**src/rtl/cpu_pkg.sv**
```systemverilog
// Shared CPU datapath types: widths, ALU opcode enum and the ID/EX pipeline payload.
// Imported by the operand stage and its forwarding mux.
package cpu_pkg;

    localparam int DATA_W   = 64;
    localparam int REG_AW   = 5;
    localparam int ALU_OP_W = 4;
    localparam logic [REG_AW-1:0] ZERO_REG = REG_AW'(31);

    typedef enum logic [ALU_OP_W-1:0] {
        ALU_ADD   = 4'h0,
        ALU_SUB   = 4'h1,
        ALU_AND   = 4'h2,
        ALU_ORR   = 4'h3,
        ALU_EOR   = 4'h4,
        ALU_LSL   = 4'h5,
        ALU_LSR   = 4'h6,
        ALU_ASR   = 4'h7,
        ALU_PASSB = 4'h8
    } alu_op_t;

    typedef struct packed {
        logic [REG_AW-1:0] rd;
        logic              reg_write;
        logic              is_load;
        alu_op_t           alu_op;
        logic [DATA_W-1:0] op_a;
        logic [DATA_W-1:0] op_b;
        logic [DATA_W-1:0] store_data;
    } id_ex_t;

    // True when register r is a real (non-XZR) source of the decoding instruction.
    function automatic logic reg_match(input logic [REG_AW-1:0] r,
                                       input logic [REG_AW-1:0] rn,
                                       input logic [REG_AW-1:0] rm);
        return (r != ZERO_REG) && ((r == rn) || (r == rm));
    endfunction

endpackage

```
**src/rtl/operand_forward.sv**
```systemverilog
// Per-source bypass mux: XZR, then EX/MEM ALU result, then MEM/WB data, then register file.
module operand_forward
    import cpu_pkg::*;
(
    input  logic [REG_AW-1:0] src_i,
    input  logic [DATA_W-1:0] rf_data_i,
    input  logic              mem_reg_write_i,
    input  logic              mem_is_load_i,
    input  logic [REG_AW-1:0] mem_rd_i,
    input  logic [DATA_W-1:0] mem_data_i,
    input  logic              wb_reg_write_i,
    input  logic [REG_AW-1:0] wb_rd_i,
    input  logic [DATA_W-1:0] wb_data_i,
    output logic [DATA_W-1:0] fwd_data_o
);

    always_comb begin
        fwd_data_o = rf_data_i;
        if (src_i == ZERO_REG) begin
            fwd_data_o = '0;
        end else if (mem_reg_write_i && !mem_is_load_i && (mem_rd_i == src_i)) begin
            // A load's EX/MEM value is an address, not the loaded data.
            fwd_data_o = mem_data_i;
        end else if (wb_reg_write_i && (wb_rd_i == src_i)) begin
            fwd_data_o = wb_data_i;
        end
    end

endmodule

```
**src/rtl/id_ex_operand_stage.sv**
```systemverilog
// Decode-to-execute operand stage: forwarding, load-use stall, ID/EX register with
// valid/ready handshake toward the ALU, and a saturating stall-cycle counter.
module id_ex_operand_stage
    import cpu_pkg::*;
#(
    parameter int CNT_W = 32
) (
    input  logic                clk,
    input  logic                reset,

    input  logic                id_valid,
    output logic                id_ready,
    input  logic [REG_AW-1:0]   id_rn,
    input  logic [REG_AW-1:0]   id_rm,
    input  logic [REG_AW-1:0]   id_rd,
    input  logic [DATA_W-1:0]   id_imm,
    input  logic                id_use_imm,
    input  logic                id_reg_write,
    input  logic                id_is_load,
    input  logic [ALU_OP_W-1:0] id_alu_op,

    output logic [REG_AW-1:0]   read_Reg1,
    output logic [REG_AW-1:0]   read_Reg2,
    input  logic [DATA_W-1:0]   read_Data1,
    input  logic [DATA_W-1:0]   read_Data2,

    input  logic                mem_reg_write,
    input  logic                mem_is_load,
    input  logic [REG_AW-1:0]   mem_rd,
    input  logic [DATA_W-1:0]   mem_data,

    input  logic                wb_reg_write,
    input  logic [REG_AW-1:0]   wb_rd,
    input  logic [DATA_W-1:0]   wb_data,

    input  logic                flush,

    output logic                ex_valid,
    input  logic                ex_ready,
    output logic [DATA_W-1:0]   ex_op_a,
    output logic [DATA_W-1:0]   ex_op_b,
    output logic [DATA_W-1:0]   ex_store_data,
    output logic [REG_AW-1:0]   ex_rd,
    output logic                ex_reg_write,
    output logic                ex_is_load,
    output logic [ALU_OP_W-1:0] ex_alu_op,

    output logic [CNT_W-1:0]    stall_count
);

    id_ex_t            ex_q, ex_d;
    logic              ex_valid_q, ex_valid_d;
    logic [CNT_W-1:0]  stall_q, stall_d;

    logic [REG_AW-1:0] src    [2];
    logic [DATA_W-1:0] rf_val [2];
    logic [DATA_W-1:0] fwd_val[2];

    logic hazard;
    logic slot_free;

    assign read_Reg1 = id_rn;
    assign read_Reg2 = id_rm;

    assign src[0]    = id_rn;
    assign src[1]    = id_rm;
    assign rf_val[0] = read_Data1;
    assign rf_val[1] = read_Data2;

    genvar gi;
    generate
        for (gi = 0; gi < 2; gi++) begin : g_fwd
            operand_forward u_fwd (
                .src_i           (src[gi]),
                .rf_data_i       (rf_val[gi]),
                .mem_reg_write_i (mem_reg_write),
                .mem_is_load_i   (mem_is_load),
                .mem_rd_i        (mem_rd),
                .mem_data_i      (mem_data),
                .wb_reg_write_i  (wb_reg_write),
                .wb_rd_i         (wb_rd),
                .wb_data_i       (wb_data),
                .fwd_data_o      (fwd_val[gi])
            );
        end
    endgenerate

    // A load in ID/EX or EX/MEM has no data yet; a dependent instruction waits until WB.
    assign hazard = id_valid &&
                    ((ex_valid_q && ex_q.is_load && ex_q.reg_write &&
                      reg_match(ex_q.rd, id_rn, id_rm)) ||
                     (mem_is_load && mem_reg_write &&
                      reg_match(mem_rd, id_rn, id_rm)));

    assign slot_free = !ex_valid_q || ex_ready;
    assign id_ready  = slot_free && !hazard && !flush;

    always_comb begin
        ex_valid_d = ex_valid_q;
        ex_d       = ex_q;
        if (flush) begin
            ex_valid_d = 1'b0;
        end else if (id_valid && id_ready) begin
            ex_valid_d       = 1'b1;
            ex_d.rd          = id_rd;
            ex_d.reg_write   = id_reg_write;
            ex_d.is_load     = id_is_load;
            ex_d.alu_op      = alu_op_t'(id_alu_op);
            ex_d.op_a        = fwd_val[0];
            ex_d.op_b        = id_use_imm ? id_imm : fwd_val[1];
            ex_d.store_data  = fwd_val[1];
        end else if (slot_free) begin
            ex_valid_d = 1'b0;
        end
    end

    always_comb begin
        stall_d = stall_q;
        if (hazard && !flush && (stall_q != {CNT_W{1'b1}})) begin
            stall_d = stall_q + CNT_W'(1);
        end
    end

    always_ff @(posedge clk or negedge reset) begin
        if (!reset) begin
            ex_valid_q <= 1'b0;
            ex_q       <= '0;
            stall_q    <= '0;
        end else begin
            ex_valid_q <= ex_valid_d;
            ex_q       <= ex_d;
            stall_q    <= stall_d;
        end
    end

    assign ex_valid      = ex_valid_q;
    assign ex_op_a       = ex_q.op_a;
    assign ex_op_b       = ex_q.op_b;
    assign ex_store_data = ex_q.store_data;
    assign ex_rd         = ex_q.rd;
    assign ex_reg_write  = ex_q.reg_write;
    assign ex_is_load    = ex_q.is_load;
    assign ex_alu_op     = ex_q.alu_op;
    assign stall_count   = stall_q;

endmodule

```
**config.mk**
```make
export PLATFORM = sky130hd
export DESIGN_NAME = id_ex_operand_stage
export DESIGN_NICKNAME = d
export VERILOG_FILES = /design/src/rtl/cpu_pkg.sv /design/src/rtl/operand_forward.sv /design/src/rtl/id_ex_operand_stage.sv
export SDC_FILE = /design/constraint.sdc
export NUM_CORES = 1
export LEC_CHECK = 0
export BUFFER_PORTS_ARGS = -buffer_cell sky130_fd_sc_hd__buf_2
export CORE_AREA = 2 2 236 238
export CTS_CLUSTER_SIZE = 14
export DETAILED_ROUTE_END_ITERATION = 10
export DIE_AREA = 0 0 238 240
export PLACE_DENSITY = 0.55
export SYNTH_ARGS = -nofsm -noshare
export SYNTH_HDL_FRONTEND = slang
export SYNTH_SLANG_ARGS = --single-unit
```
**constraint.sdc**
```tcl
create_clock -name clk -period 3.6 [get_ports clk]
set_clock_uncertainty 0.1 [all_clocks]
set_input_delay 0.36 -clock clk [delete_from_list [all_inputs] [get_ports clk]]
set_output_delay 0.36 -clock clk [all_outputs]
set_load 0.05 [all_outputs]
```
== After elaboration in Yosys (flattened, before gate mapping) ==
Cells that the tools add are included.

* Multiplexer cells: 10
* Bitwise logic cells: 1
* Add/subtract/negate cells: 1
* Reduce and logical (&&, ||, !) cells: 28
* Equal/unequal tests: 11

{| class="wikitable"
|+ Operator list
! kind !! count
|-
| $mux W64 || 7
|-
| $add A32 B1 Y32 const B || 1
|-
| $ne A32 B32 Y1 const B || 1
|-
| $eq A5 B5 Y1 || 6
|-
| $logic_and A1 B1 Y1 || 18
|-
| $eq A5 B5 Y1 const B || 2
|-
| $ne A5 B5 Y1 const B || 2
|-
| $logic_not A1 Y1 || 4
|-
| $logic_or A1 B1 Y1 || 4
|-
| $mux W1 || 3
|-
| $reduce_bool A3 Y1 || 1
|-
| $reduce_and A2 Y1 || 1
|-
| $not A1 Y1 || 1
|}

* Register bits: 236
* Logic and storage cells: 60
* Input port bits: 360

== Longest topological paths before layout ==
Gate-level depths: netlist of the first run.

* Depth in word-level cells: 12
* Mapped depth: 10

== Modules after synthesis ==
Synthesis of the first run repeated with hierarchy kept, for this count alone.

* Cell total of the unflattened synthesis: 1461
* Area, all modules: 14088.5 sq um

{| class="wikitable"
|+ By module, submodules not included
! module !! area an instance (sq um) !! times used !! cells an instance !! seq. area each (sq um)
|-
| id_ex_operand_stage || 10047.1 || 1 || 781 || 5905.7
|-
| operand_forward || 2020.7 || 2 || 340 || 0.0
|}

== Worst setup path after synthesis of the first run ==
No wires, ideal clock.

* Path kind: register -> register
* Start point: register stall_q[0], in the netlist stall_count[0]
* End point: register stall_q[1], in the netlist stall_count[1]
* Path slack: 974 ps
* Library setup time: 125 ps
* Stages on the path, launching flop included: 9
* Data arrival time: 2401 ps
* Cells stage by stage: dfrtp_1 -> ha_1 -> nand2_1 -> nor4_2 -> nand4_1 -> or2_1 -> buf_2 -> nand2_2 -> mux2_4

* Longest elaborated chain between the ends: 2
* Elaborated cells between the ends (all ways): 3

{| class="wikitable"
|+ Ends and longest elaborated chain
! what !! line !! source
|-
| start: declaration || id_ex_operand_stage.sv:53 || <nowiki>logic [CNT_W-1:0] stall_q, stall_d;</nowiki>
|-
| start signal: assignment || id_ex_operand_stage.sv:132 || <nowiki>stall_q <= stall_d;</nowiki>
|-
| branches (longest 2 deep; another with $add A32 B1 Y32) || -- ||
|}

Parallel ways; which one is timed is not known.
A chain may end at the register's enable or synchronous reset.

== Final worst setup path of the first run ==
* Start point: register stall_q[1], in the netlist stall_count[1]
* End point: register stall_q[1], in the netlist stall_count[1]

The elaborated chain is that of the path after synthesis.

==> results of run 1 <==
## state kept, by name, indices dropped and copies added, names as in the netlist
signal	cells
ex_is_load	1
stall_count	32
ex_reg_write	1
ex_store_data	64
ex_op_a	64
ex_valid	1
ex_rd	5
ex_op_b	64
ex_alu_op	4
## worst min-delay path, stage by stage
cell and delay (ps):
buf_2 80, a2bb2oi_1 50, o21ai_0 170
## per-stage QoR
step             util  cell area, um^2  setup WS (ps)  hold slack (ps)
2_1_floorplan       -            13280          973.7           -35.59
3_3_place_gp   0.3128            17100          694.4            317.0
3_5_place_dp   0.3128            17100          615.8            316.3
4_1_cts        0.3555            19430          894.9           0.1252
5_1_grt        0.3557            19440          651.5            11.56
6_report       0.3558            19450          890.1            34.06
## layer usage
layer | GRT usage | routed length [um]
met2 | 0.3180 | 27370
met1 | 0.2365 | 23760
met5 | 0 | 0
met3 | 0.03995 | 4086
met4 | 0.09697 | 2715
## layout by cell type, fill, tap and decap left out, drive strengths merged
cell         instances
bufinv               2
nor2b                5
a2111oi              1
dlygate4sd3        135
nor4b                1
mux2                14
o2111ai              2
nand3               21
mux2i               64
a31oi                1
nor4                 3
or2                  2
buf                646
diode                7
nand4b               1
nand2b               3
and3                80
o41ai               64
o21ai              194
and2                 3
nor2                73
nand2              398
clkbuf              45
a21oi                1
nand4               19
xor2                15
xnor2               42
ha                   1
nor3                 4
inv                  4
dfrtp              236
clkinv               5
and4                 4
a211oi               1
o31ai               64
clkinvlp             1
a2bb2oi             64
## repair_timing
item	4_1_cts	5_1_grt
gates resized for setup	0	0
buffers inserted	0	0
hold buffers	135	0
endpoints found under the hold margin	206	0
## final cells by class
cell class | count | share of cell area
antenna | 7 | 0.0009007
clock buffer | 45 | 0.04568
clock inverter | 8 | 0.004761
inverter | 4 | 0.0007721
multi-input combinational | 1145 | 0.3497
sequential | 236 | 0.3037
tap | 704 | 0.04529
timing repair buffer | 781 | 0.2492
## worst max-delay path by stage
stage,to,slack (ps),cells past startpoint
after CTS,id_ready,890,7
final,stall_count[1],890,7
after global placement,ex_store_data[3],690,8
after global routing,stall_count[1],650,7
after detailed placement,ex_store_data[3],620,8
after floorplan,stall_count[1],970,8
## cell families (layout without fill, tap and decap cells)
kind of cell | count (synthesis) | count (layout) | share of synthesized area
adder cells (fa/ha/maj) | 1 | 1 | 0.0009417
multiplexers | 78 | 78 | 0.06066
flip-flops | 236 | 236 | 0.4446
XOR/XNOR | 57 | 57 | 0.03758
AND/OR/NAND/NOR | 617 | 617 | 0.2024
other | 0 | 7 | 0
AO/OA/AOI/OAI | 392 | 392 | 0.2061
buffers and inverters | 143 | 838 | 0.04775
## report_power, final
part           switching (mW)  internal, mW  leakage, nW
combinational            2.43         0.940         6.09
clock                    1.22          1.83        0.483
sequential              0.266          3.06         2.99
total                    3.91          5.83         9.56
==> metrics.md, run 1 <==
| Metric | Value |
|---|---|
| Run status | `finished clean` |
| Placed cell count | `2735` |
| Data arrival time of the critical path | `3060 ps` |
| IO Pins | `607` |
| Post-Route Setup TNS | `0 ps` |
| Die span in x | `238 um` |
| Number of vias per cell | `4.940` |
| Min-Delay Endpoint | `ex_op_b[17]` |
| Post-detailed-placement half-perimeter wirelength | `41.69 mm` |
| CP startpoint kind | `flip-flop` |
| Routability cong. | `0.9103` |
| EDFF count, synth | `0` |
| Post-synthesis register bit count | `236` |
| Library cell occupying the most area in the post-synthesis netlist | `dfrtp_1` |
| # port buffers | `606` |
| TritonCTS buffer count | `30` |
| Highest net fanout along the worst path | `20` |
| Drt drc | `0` |
| Cells after Synth | `1524` |
| Maximum clock path buffer count | `3` |
| Die Footprint | `57120 um^2` |
| Top delay family on crit path | `simple AND/OR/NAND/NOR gates` |
| Leakage power | `9.563 nW` |
| Sinks on Clock Net | `236` |
| Via count | `14475` |
| Root buf cell | `clkbuf_16` |
| Number of filler cells placed in the layout | `5690` |
| DRT antenna net count | `0` |
| Pwr Total | `9.738 mW` |
| Reg2Reg Capture Point | `stall_count[1]` |
| Number of failing setup endpoints in the final timing report | `0` |
| Number of detailed-routing iterations run before antenna repair | `6` |
| Clock tree from TritonCTS | `built` |
| Post-layout minimum cycle time | `2710 ps` |
| Final nets | `2559` |
| Post-synthesis net count | `1885` |
| Period Utilization, post-route | `0.7527` |
| Area taken by multi-input logic gates | `6800 um^2` |
| Proportion of register bits with asynchronous set or reset after synthesis | `1.000` |
| Slew at the pin closest to its max-slew limit | `742.5 ps` |
| Yosys warns | `0` |
| Slew Viols, Final | `0` |
| Site row count | `86` |
| Critical path startpoint | `stall_count[1]` |
| Layout area overhead | `46.40%` |
| Pin count of the biggest net entering global routing | `129` |
| Detailed-route wire length | `57.94 mm` |
| Fraction of final layout cells with drive strength greater than 1 | `0.3294` |
| Proportion of synthesized chip area in sequential cells | `0.4446` |
| Synth Cell Area | `13280 um^2` |
| Clock input transition at the sequential cells of the worst setup and hold paths | `60 ps` |
| Number of cells in the finished layout apart from fillers | `2930` |
| GRT Util Overall | `0.1918` |
| Maximum clock rate | `369.0 MHz` |
| Initial antenna violation count | `6` |
| Average instance area after synthesis | `8.717 um^2` |
| Buffers & Inverters on Critical Path | `0` |
| Worst flop-to-flop path startpoint | `stall_count[1]` |
| Post-DR wirelength/cell | `19.77 um` |
| Global-route congestion overflow total | `0` |
| Core region area | `54660 um^2` |
| Top-count cell post-synth | `nand2_1` |
| Ranking of synthesized cells by area | `dfrtp_1 44%, nand2_1 11%, o21ai_0 7.3%` |
| Drt initial violations | `825` |
| Critical hold path startpoint | `id_imm[17]` |
| Reg2reg path depth | `7` |
| Critical path type | `reg -> reg` |
| Max Cap Violations | `0` |
| Maximum vdd ir drop | `341.1 uV` |
| Worst Hold Depth | `3` |
| Critical Path Max Stage Delay | `570 ps` |
| Post-synth cell types | `42` |
| Synth top cells by count | `397 x nand2_1, 236 x dfrtp_1, 193 x o21ai_0` |
| Number of levels the H-tree was split into | `1` |
| Proportion of netlist area held by the largest area contributor | `0.4446` |
| Pwr/cell area | `500.7 nW/um^2` |
| Final hold violation count | `0` |
| Cell with the largest stage delay on the worst path | `or2_1` |
| Endpoint class of the critical path | `flip-flop` |
| First-pass GRT wire length | `85.84 mm` |
| Combined flip-flop and latch cell area | `5906 um^2` |
| Setup repair after global routing missed its margin | `no` |
| Chip Height | `240 um` |
| Hold Crit Class | `in -> reg` |
| Cell Chain, Critical Path | `ha_1, nand2_1, nor4_2, nand4_1, or2_1, nand2_2, mux2_4` |
| Endpoint required time on the critical path | `3950 ps` |
| Relative max-transition margin | `0.5050` |
| Clock latency on the worst-skew pair | `570 ps` |
| Initial standard-cell utilization of the core | `0.2430` |
| Flop2flop setup slack | `890 ps` |
| Number of global-route vias before repair | `14560` |
| Leading register cell type out of synthesis | `dfrtp_1` |
No activity file was read; power rests on OpenSTA's default activity.
==> run 2, diff against run 1 <==
Clock period 3.6 ns to 2.7 ns, I/O delays scaled along.
==> run 2 against run 1 <==
First-iteration DRC count down 3.6%; largest cell class unchanged; critical path depth up 1; total power up 36%; die area unchanged; final cell count up 0.78%; worst hold slack worse by 8.7 ps.
==> metrics.md, run 2 (same netlist as run 1, synthesis figures left out) <==
| Metric | Value |
|---|---|
| Run status | `finished clean (unchanged)` |
| Initial antenna violation count | `0 (was 6)` |
| Register share of total power | `0.335 (was 0.342)` |
| Final hold violation count | `0 (unchanged)` |
| Site row count | `86 (unchanged)` |
| Buffers & Inverters on Critical Path | `2 (was 0)` |
| Data arrival time of the critical path | `2970 ps (was 3060 ps)` |
| Number of detailed-routing iterations run before antenna repair | `7 (was 6)` |
| Buffers inserted by post-CTS timing repair | `0 (unchanged)` |
| Clock share of power | `0.321 (was 0.312)` |
| Slew Viols, Final | `0 (unchanged)` |
| Relative max-transition margin | `0.4603 (was 0.5050)` |
| Switching power share of the total | `0.3958 (was 0.4017)` |
| Setup repair after global routing missed its margin | `no (unchanged)` |
| Core region area | `54660 um^2 (unchanged)` |
| Period Utilization, post-route | `0.9534 (was 0.7527)` |
| Critical path type | `reg -> reg (unchanged)` |
| Cell-internal power | `7.974 mW (was 5.826 mW)` |
| Combinational share of power | `0.344 (was 0.346)` |
| Most frequent cells in the layout | `604 x buf_2, 395 x nand2_1, 236 x dfrtp_1, 193 x o21ai_0, 149 x dlygate4sd3_1 (was 604 x buf_2, 395 x nand2_1, 236 x dfrtp_1, 193 x o21ai_0, 135 x dlygate4sd3_1)` |
| Clock latency on the worst-skew pair | `560 ps (was 570 ps)` |
| Routability cong. | `0.9049 (was 0.9103)` |
| Slew at the pin closest to its max-slew limit | `809.5 ps (was 742.5 ps)` |
| Number of global-route vias before repair | `14594 (was 14560)` |
| Initial standard-cell utilization of the core | `0.2430 (unchanged)` |
| First-pass GRT wire length | `84.23 mm (was 85.84 mm)` |
| Fraction of final layout cells with drive strength greater than 1 | `0.3345 (was 0.3294)` |
| IO Pins | `607 (unchanged)` |
| Root buf cell | `clkbuf_16 (unchanged)` |
| Clock tree from TritonCTS | `built (unchanged)` |
| Drt initial violations | `795 (was 825)` |
| Top delay family on crit path | `buffers and inverters (was simple AND/OR/NAND/NOR gates)` |
| Endpoint class of the critical path | `flip-flop (unchanged)` |
| Max Cap Violations | `0 (unchanged)` |
| Pwr/cell area | `666.0 nW/um^2 (was 500.7 nW/um^2)` |
| Die span in x | `238 um (unchanged)` |
| Clock input transition at the sequential cells of the worst setup and hold paths | `60 ps (about the same)` |
| Leakage power | `9.737 nW (was 9.563 nW)` |
| Pwr Total | `13.20 mW (was 9.738 mW)` |
| Pin count of the biggest net entering global routing | `108 (was 129)` |
| Number of levels the H-tree was split into | `1 (unchanged)` |
| # port buffers | `606 (unchanged)` |
| Via count | `14508 (was 14475)` |
| Cell Chain, Critical Path | `xnor2_1, nand3_1, nor3_1, o21ai_2, nand4_4, buf_12, o41ai_2, dlygate4sd3_1 (was ha_1, nand2_1, nor4_2, nand4_1, or2_1, nand2_2, mux2_4)` |
| Detailed-route wire length | `56.98 mm (was 57.94 mm)` |
| Chip Height | `240 um (unchanged)` |
| TritonCTS buffer count | `29 (was 30)` |
| Number of vias per cell | `4.913 (was 4.940)` |
| Maximum clock rate | `388.5 MHz (was 369.0 MHz)` |
| Sinks on Clock Net | `236 (unchanged)` |
| DRT antenna net count | `0 (unchanged)` |
| Number of failing setup endpoints in the final timing report | `0 (unchanged)` |
| Post-detailed-placement half-perimeter wirelength | `41.28 mm (was 41.69 mm)` |
| CP startpoint kind | `flip-flop (unchanged)` |
| Post-layout minimum cycle time | `2574 ps (was 2710 ps)` |
| Maximum vdd ir drop | `416.0 uV (was 341.1 uV)` |
| Hold Crit Class | `in -> reg (unchanged)` |
| Endpoint required time on the critical path | `3100 ps (was 3950 ps)` |
| Drt drc | `0 (unchanged)` |
| Critical Path Max Stage Delay | `590 ps (was 570 ps)` |
| Cell with the largest stage delay on the worst path | `dlygate4sd3_1 (was or2_1)` |
| Die Footprint | `57120 um^2 (unchanged)` |
| Final Hold Slack | `25.33 ps (was 34.06 ps)` |
| Power dissipated by switching net loads | `5.223 mW (was 3.912 mW)` |
| Highest net fanout along the worst path | `31 (was 20)` |
| Post-DR wirelength/cell | `19.30 um (was 19.77 um)` |
| GRT Util Overall | `0.1875 (was 0.1918)` |
| Final nets | `2588 (was 2559)` |
| Maximum clock path buffer count | `3 (unchanged)` |
| Global-route congestion overflow total | `0 (unchanged)` |
| Post-Route Setup TNS | `0 ps (unchanged)` |
| Most common cell after layout, fill and taps aside | `buf_2 (unchanged)` |
| Layout area overhead | `49.18% (was 46.40%)` |
==> run 2: changes by cell type in the layout (fill, tap and decap cells not counted), sizes merged <==
cell and change:
clkinv -1, diode -6, dlygate4sd3 +14, buf +16
inv +3, bufinv +3, clkinvlp +1, clkbuf -7
==> run 2: path summary, 6_finish.rpt <==
check	start	endpoint	slack, ps	cells after the start
setup / recovery	ex_rd[0]	ex_store_data[2]	130	8
hold / removal	read_Data2[33]	ex_store_data[33]	30	4
setup reg to reg	ex_rd[0]	ex_store_data[2]	130	8
hold reg to reg	ex_op_b[19]	ex_op_b[19]	370	2
max in group asynchronous	reset	ex_op_a[30]	1550	3
min in group asynchronous	reset	ex_op_b[56]	200	2
==> run 2: worst reg2reg max path: cells and delay by family (launching register included) <==
family                    cells  cell delay [ps]
and+or+nand+nor               3              350
xor gates and xnor gates      1              170
AOI/OAI and AO/OA             2              650
buffers and inverters         2              800
DFF                           1              440
==> run 2: through the flow <==
| stage | instance area, um^2 | util | worst slack [ps] | instances |
|---|---|---|---|---|
| after floorplan | 13280 | - | 73.74 | 1524 |
| after global placement | 17280 | 0.3161 | 177.1 | 2751 |
| after detailed placement | 17280 | 0.3161 | 55.11 | 2751 |
| after CTS | 19810 | 0.3623 | 162.0 | 2952 |
| after global routing | 19810 | 0.3625 | 9.877 | 2952 |
| final | 19820 | 0.3625 | 125.9 | 2953 |
==> run 2: layout make-up <==
cell class              count  area [um^2]
clock inverters            14        215.2
repair buffers            811         5170
fillers                  5647        34850
multi-input cells        1145         6808
diodes                      1        2.502
well taps                 704        880.8
clock buffers              38        819.5
inverters                   4        15.01
flip-flops and latches    236         5906
==> run 2: power by group through the flow <==
| stage | clock (mW) | sequential (mW) | combinational, mW |
|---|---|---|---|
| after global routing | 4.49 | 4.48 | 4.79 |
| after CTS | 4.33 | 4.42 | 4.54 |
| after detailed placement | 0 | 4.47 | 4.37 |
| final | 4.23 | 4.43 | 4.54 |
| after floorplan | 0 | 6.35 | 1.00 |
| after global placement | 0 | 4.47 | 4.33 |
==> run 2: layer usage <==
| layer | part of all wire | vias to the layer above | GRT usage |
|---|---|---|---|
| met2 | 0.47 | 653 | 0.3186 |
| met3 | 0.069 | 129 | 0.03180 |
| met1 | 0.42 | 6939 | 0.2345 |
| met4 | 0.041 | 0 | 0.08144 |
| li1 | - | 6787 | - |
| met5 | 0 | - | 0 |
==> run 2: timing repair <==
action	in CTS	in global routing
setup endpoints to repair	0	1
hold buffers	149	0
hold endpoints to repair	238	0
gates resized for setup	0	1
==> run 3, diff against run 2 <==
Settings changed: ABC_CLOCK_PERIOD_IN_PS set to 2700, CELL_PAD_IN_SITES_DETAIL_PLACEMENT set to 0, CELL_PAD_IN_SITES_GLOBAL_PLACEMENT set to 2, PLACE_DENSITY 0.55 to 0.84.
==> run 3 against run 2 <==
Sequential share of layout area is 0.20 points lower; total power is 0.39% lower; clock power is 2% lower; via count is 0.22% lower; setup slack better by 75 ps; non-clock buffer count is 12 higher; fmax is 3.0% higher; routed wire length is 3.7% higher; sequential power hardly changed; critical path depth stayed put.
==> metrics.md, run 3 (same netlist as run 1, synthesis figures left out) <==
| Metric | Value |
|---|---|
| Run status | `finished clean (unchanged)` |
| Register share of total power | `0.337 (was 0.335)` |
| Min-Delay Endpoint | `ex_op_b[52] (was ex_store_data[33])` |
| IO Pins | `607 (unchanged)` |
| Sinks on Clock Net | `236 (unchanged)` |
| Critical path type | `reg -> reg (unchanged)` |
| Cell-internal power | `7.893 mW (was 7.974 mW)` |
| GRT Util Overall | `0.1957 (was 0.1875)` |
| Number of failing setup endpoints in the final timing report | `0 (unchanged)` |
| Reg2Reg Capture Point | `ex_store_data[62] (was ex_store_data[2])` |
| Clock latency on the worst-skew pair | `550 ps (was 560 ps)` |
| Clock tree from TritonCTS | `built (unchanged)` |
| Critical Path Max Stage Delay | `590 ps (about the same)` |
| Number of filler cells placed in the layout | `5664 (was 5647)` |
| Relative max-transition margin | `0.5505 (was 0.4603)` |
| Power dissipated by switching net loads | `5.253 mW (was 5.223 mW)` |
| Post-layout minimum cycle time | `2499 ps (was 2574 ps)` |
| Period Utilization, post-route | `0.9256 (was 0.9534)` |
| Root buf cell | `clkbuf_16 (unchanged)` |
| Routability cong. | `0.9162 (was 0.9049)` |
| Pin count of the biggest net entering global routing | `75 (was 108)` |
| Fraction of final layout cells with drive strength greater than 1 | `0.3357 (was 0.3345)` |
| Critical hold path startpoint | `id_imm[52] (was read_Data2[33])` |
| Highest net fanout along the worst path | `23 (was 31)` |
| Maximum clock rate | `400.1 MHz (was 388.5 MHz)` |
| Drt drc | `0 (unchanged)` |
| Post-detailed-placement half-perimeter wirelength | `42.79 mm (was 41.28 mm)` |
| Hold Crit Class | `in -> reg (unchanged)` |
| First-pass GRT wire length | `87.04 mm (was 84.23 mm)` |
| Via count | `14476 (was 14508)` |
| Clock share of power | `0.316 (was 0.321)` |
| Endpoint class of the critical path | `flip-flop (unchanged)` |
| Max Cap Violations | `0 (unchanged)` |
| Maximum clock path buffer count | `3 (unchanged)` |
| Pwr/cell area | `658.9 nW/um^2 (was 666.0 nW/um^2)` |
| Combinational share of power | `0.347 (was 0.344)` |
| Initial standard-cell utilization of the core | `0.2430 (unchanged)` |
| Post-Route Setup TNS | `0 ps (unchanged)` |
| Critical path startpoint | `ex_rd[4] (was ex_rd[0])` |
| Endpoint required time on the critical path | `3090 ps (was 3100 ps)` |
| Clock input transition at the sequential cells of the worst setup and hold paths | `60 ps (about the same)` |
| Number of detailed-routing iterations run before antenna repair | `5 (was 7)` |
| Site row count | `86 (unchanged)` |
| Data arrival time of the critical path | `2890 ps (was 2970 ps)` |
| Pwr Total | `13.15 mW (was 13.20 mW)` |
| Cell Chain, Critical Path | `xnor2_1, nand3_1, nor3_1, o21ai_2, nand4_4, buf_12, o41ai_1, dlygate4sd3_1 (was xnor2_1, nand3_1, nor3_1, o21ai_2, nand4_4, buf_12, o41ai_2, dlygate4sd3_1)` |
| Buffers & Inverters on Critical Path | `2 (unchanged)` |
| Final design area excluding fillers | `19950 um^2 (was 19820 um^2)` |
| Leakage power | `9.798 nW (was 9.737 nW)` |
| Setup repair after global routing missed its margin | `no (unchanged)` |
| Slew at the pin closest to its max-slew limit | `674.2 ps (was 809.5 ps)` |
| Top delay family on crit path | `buffers and inverters (unchanged)` |
| Worst Hold Depth | `3 (was 4)` |
| Worst flop-to-flop path startpoint | `ex_rd[4] (was ex_rd[0])` |
| Most common cell after layout, fill and taps aside | `buf_2 (unchanged)` |
| Number of global-route vias before repair | `14524 (was 14594)` |
| Number of vias per cell | `4.869 (was 4.913)` |
| Final hold violation count | `0 (unchanged)` |
| Flop2flop setup slack | `200 ps (was 130 ps)` |
| CP startpoint kind | `flip-flop (unchanged)` |
| Global-route congestion overflow total | `0 (unchanged)` |
| Most frequent cells in the layout | `604 x buf_2, 395 x nand2_1, 236 x dfrtp_1, 193 x o21ai_0, 150 x dlygate4sd3_1 (was 604 x buf_2, 395 x nand2_1, 236 x dfrtp_1, 193 x o21ai_0, 149 x dlygate4sd3_1)` |
| Die span in x | `238 um (unchanged)` |
| Detailed-route wire length | `59.11 mm (was 56.98 mm)` |
| Layout area overhead | `50.19% (was 49.18%)` |
| Cell with the largest stage delay on the worst path | `dlygate4sd3_1 (unchanged)` |
| Core region area | `54660 um^2 (unchanged)` |
| Die Footprint | `57120 um^2 (unchanged)` |
| Final nets | `2602 (was 2588)` |
| Number of levels the H-tree was split into | `1 (unchanged)` |
| Switching power share of the total | `0.3996 (was 0.3958)` |
| Initial antenna violation count | `8 (was 0)` |
| Post-cts sizing count | `0 (unchanged)` |
| Post-DR wirelength/cell | `19.88 um (was 19.30 um)` |
| Reg2reg path depth | `8 (unchanged)` |
| Maximum vdd ir drop | `460.5 uV (was 416.0 uV)` |
| Chip Height | `240 um (unchanged)` |
| Drt initial violations | `713 (was 795)` |
| # port buffers | `606 (unchanged)` |
| Post-place instance area | `17400 um^2 (was 17280 um^2)` |
| Final Hold Slack | `19.63 ps (was 25.33 ps)` |
| Slew Viols, Final | `0 (unchanged)` |
| DRT antenna net count | `0 (unchanged)` |
| TritonCTS buffer count | `31 (was 29)` |
==> run 3: changes by cell type in the layout (fill, tap and decap cells not counted), sizes merged <==
cell,before,now
inv,7,5
clkinvlp,2,3
buf,662,673
diode,1,5
clkinv,4,7
bufinv,5,4
clkbuf,38,41
dlygate4sd3,149,150
==> run 3: what timing repair did <==
item,CTS,global route
hold endpoints to repair,240,0
buffers inserted,0,3
hold buffers,150,0
endpoints found under the setup margin,0,1
==> run 3: metal layers <==
| layer | GRT usage | vias up | routed length, um |
|---|---|---|---|
| met2 | 0.3340 | 595 | 28270 |
| li1 | - | 6829 | - |
| met3 | 0.04627 | 125 | 4443 |
| met1 | 0.2380 | 6921 | 24090 |
| met4 | 0.07841 | 6 | 2261 |
| met5 | 0 | - | 46 |
==> run 3: power groups by stage <==
stage               sequential (mW)  clock [mW]  combinational, mW
CTS                            4.43        4.27               4.59
finish                         4.43        4.16               4.56
global route                   4.49        4.43               4.83
detailed placement             4.48           0               4.41
global placement               4.47           0               4.38
floorplan                      6.35           0               1.00
==> run 3: worst register-to-register path, delay by kind of cell (launching register included) <==
kind	cells	cell delay, ps
buffers and inverters	2	790
xor gates and xnor gates	1	150
DFF	1	440
AOI/OAI and AO/OA	2	640
and+or+nand+nor	3	310
==> run 3: final cells by class <==
cell class | instances | area [um^2] | share of cell area
clock inverter | 15 | 188.9 | 0.009469
antenna | 5 | 12.51 | 0.0006271
sequential | 236 | 5906 | 0.2960
tap | 704 | 880.8 | 0.04415
timing repair buffer | 823 | 5325 | 0.2669
inverter | 4 | 15.01 | 0.0007525
clock buffer | 41 | 823.3 | 0.04126
multi-input combinational | 1145 | 6800 | 0.3408
==> run 3: per-stage QoR <==
step / instances / worst slack, ps / utilization
2_1_floorplan: 1524 / 73.74 / -
3_3_place_gp: 2759 / 190.5 / 0.3184
3_5_place_dp: 2759 / 126.0 / 0.3184
4_1_cts: 2965 / 129.8 / 0.3644
5_1_grt: 2970 / 80.08 / 0.3649
6_report: 2973 / 200.8 / 0.3650
==> run 3: worst max-delay path by stage <==
stage                         to  depth (start not counted)
2_1_floorplan     stall_count[1]                          8
3_3_place_gp    ex_store_data[1]                          9
3_5_place_dp   ex_store_data[45]                          9
4_1_cts        ex_store_data[62]                          8
5_1_grt        ex_store_data[62]                          8
6_report       ex_store_data[62]                          8
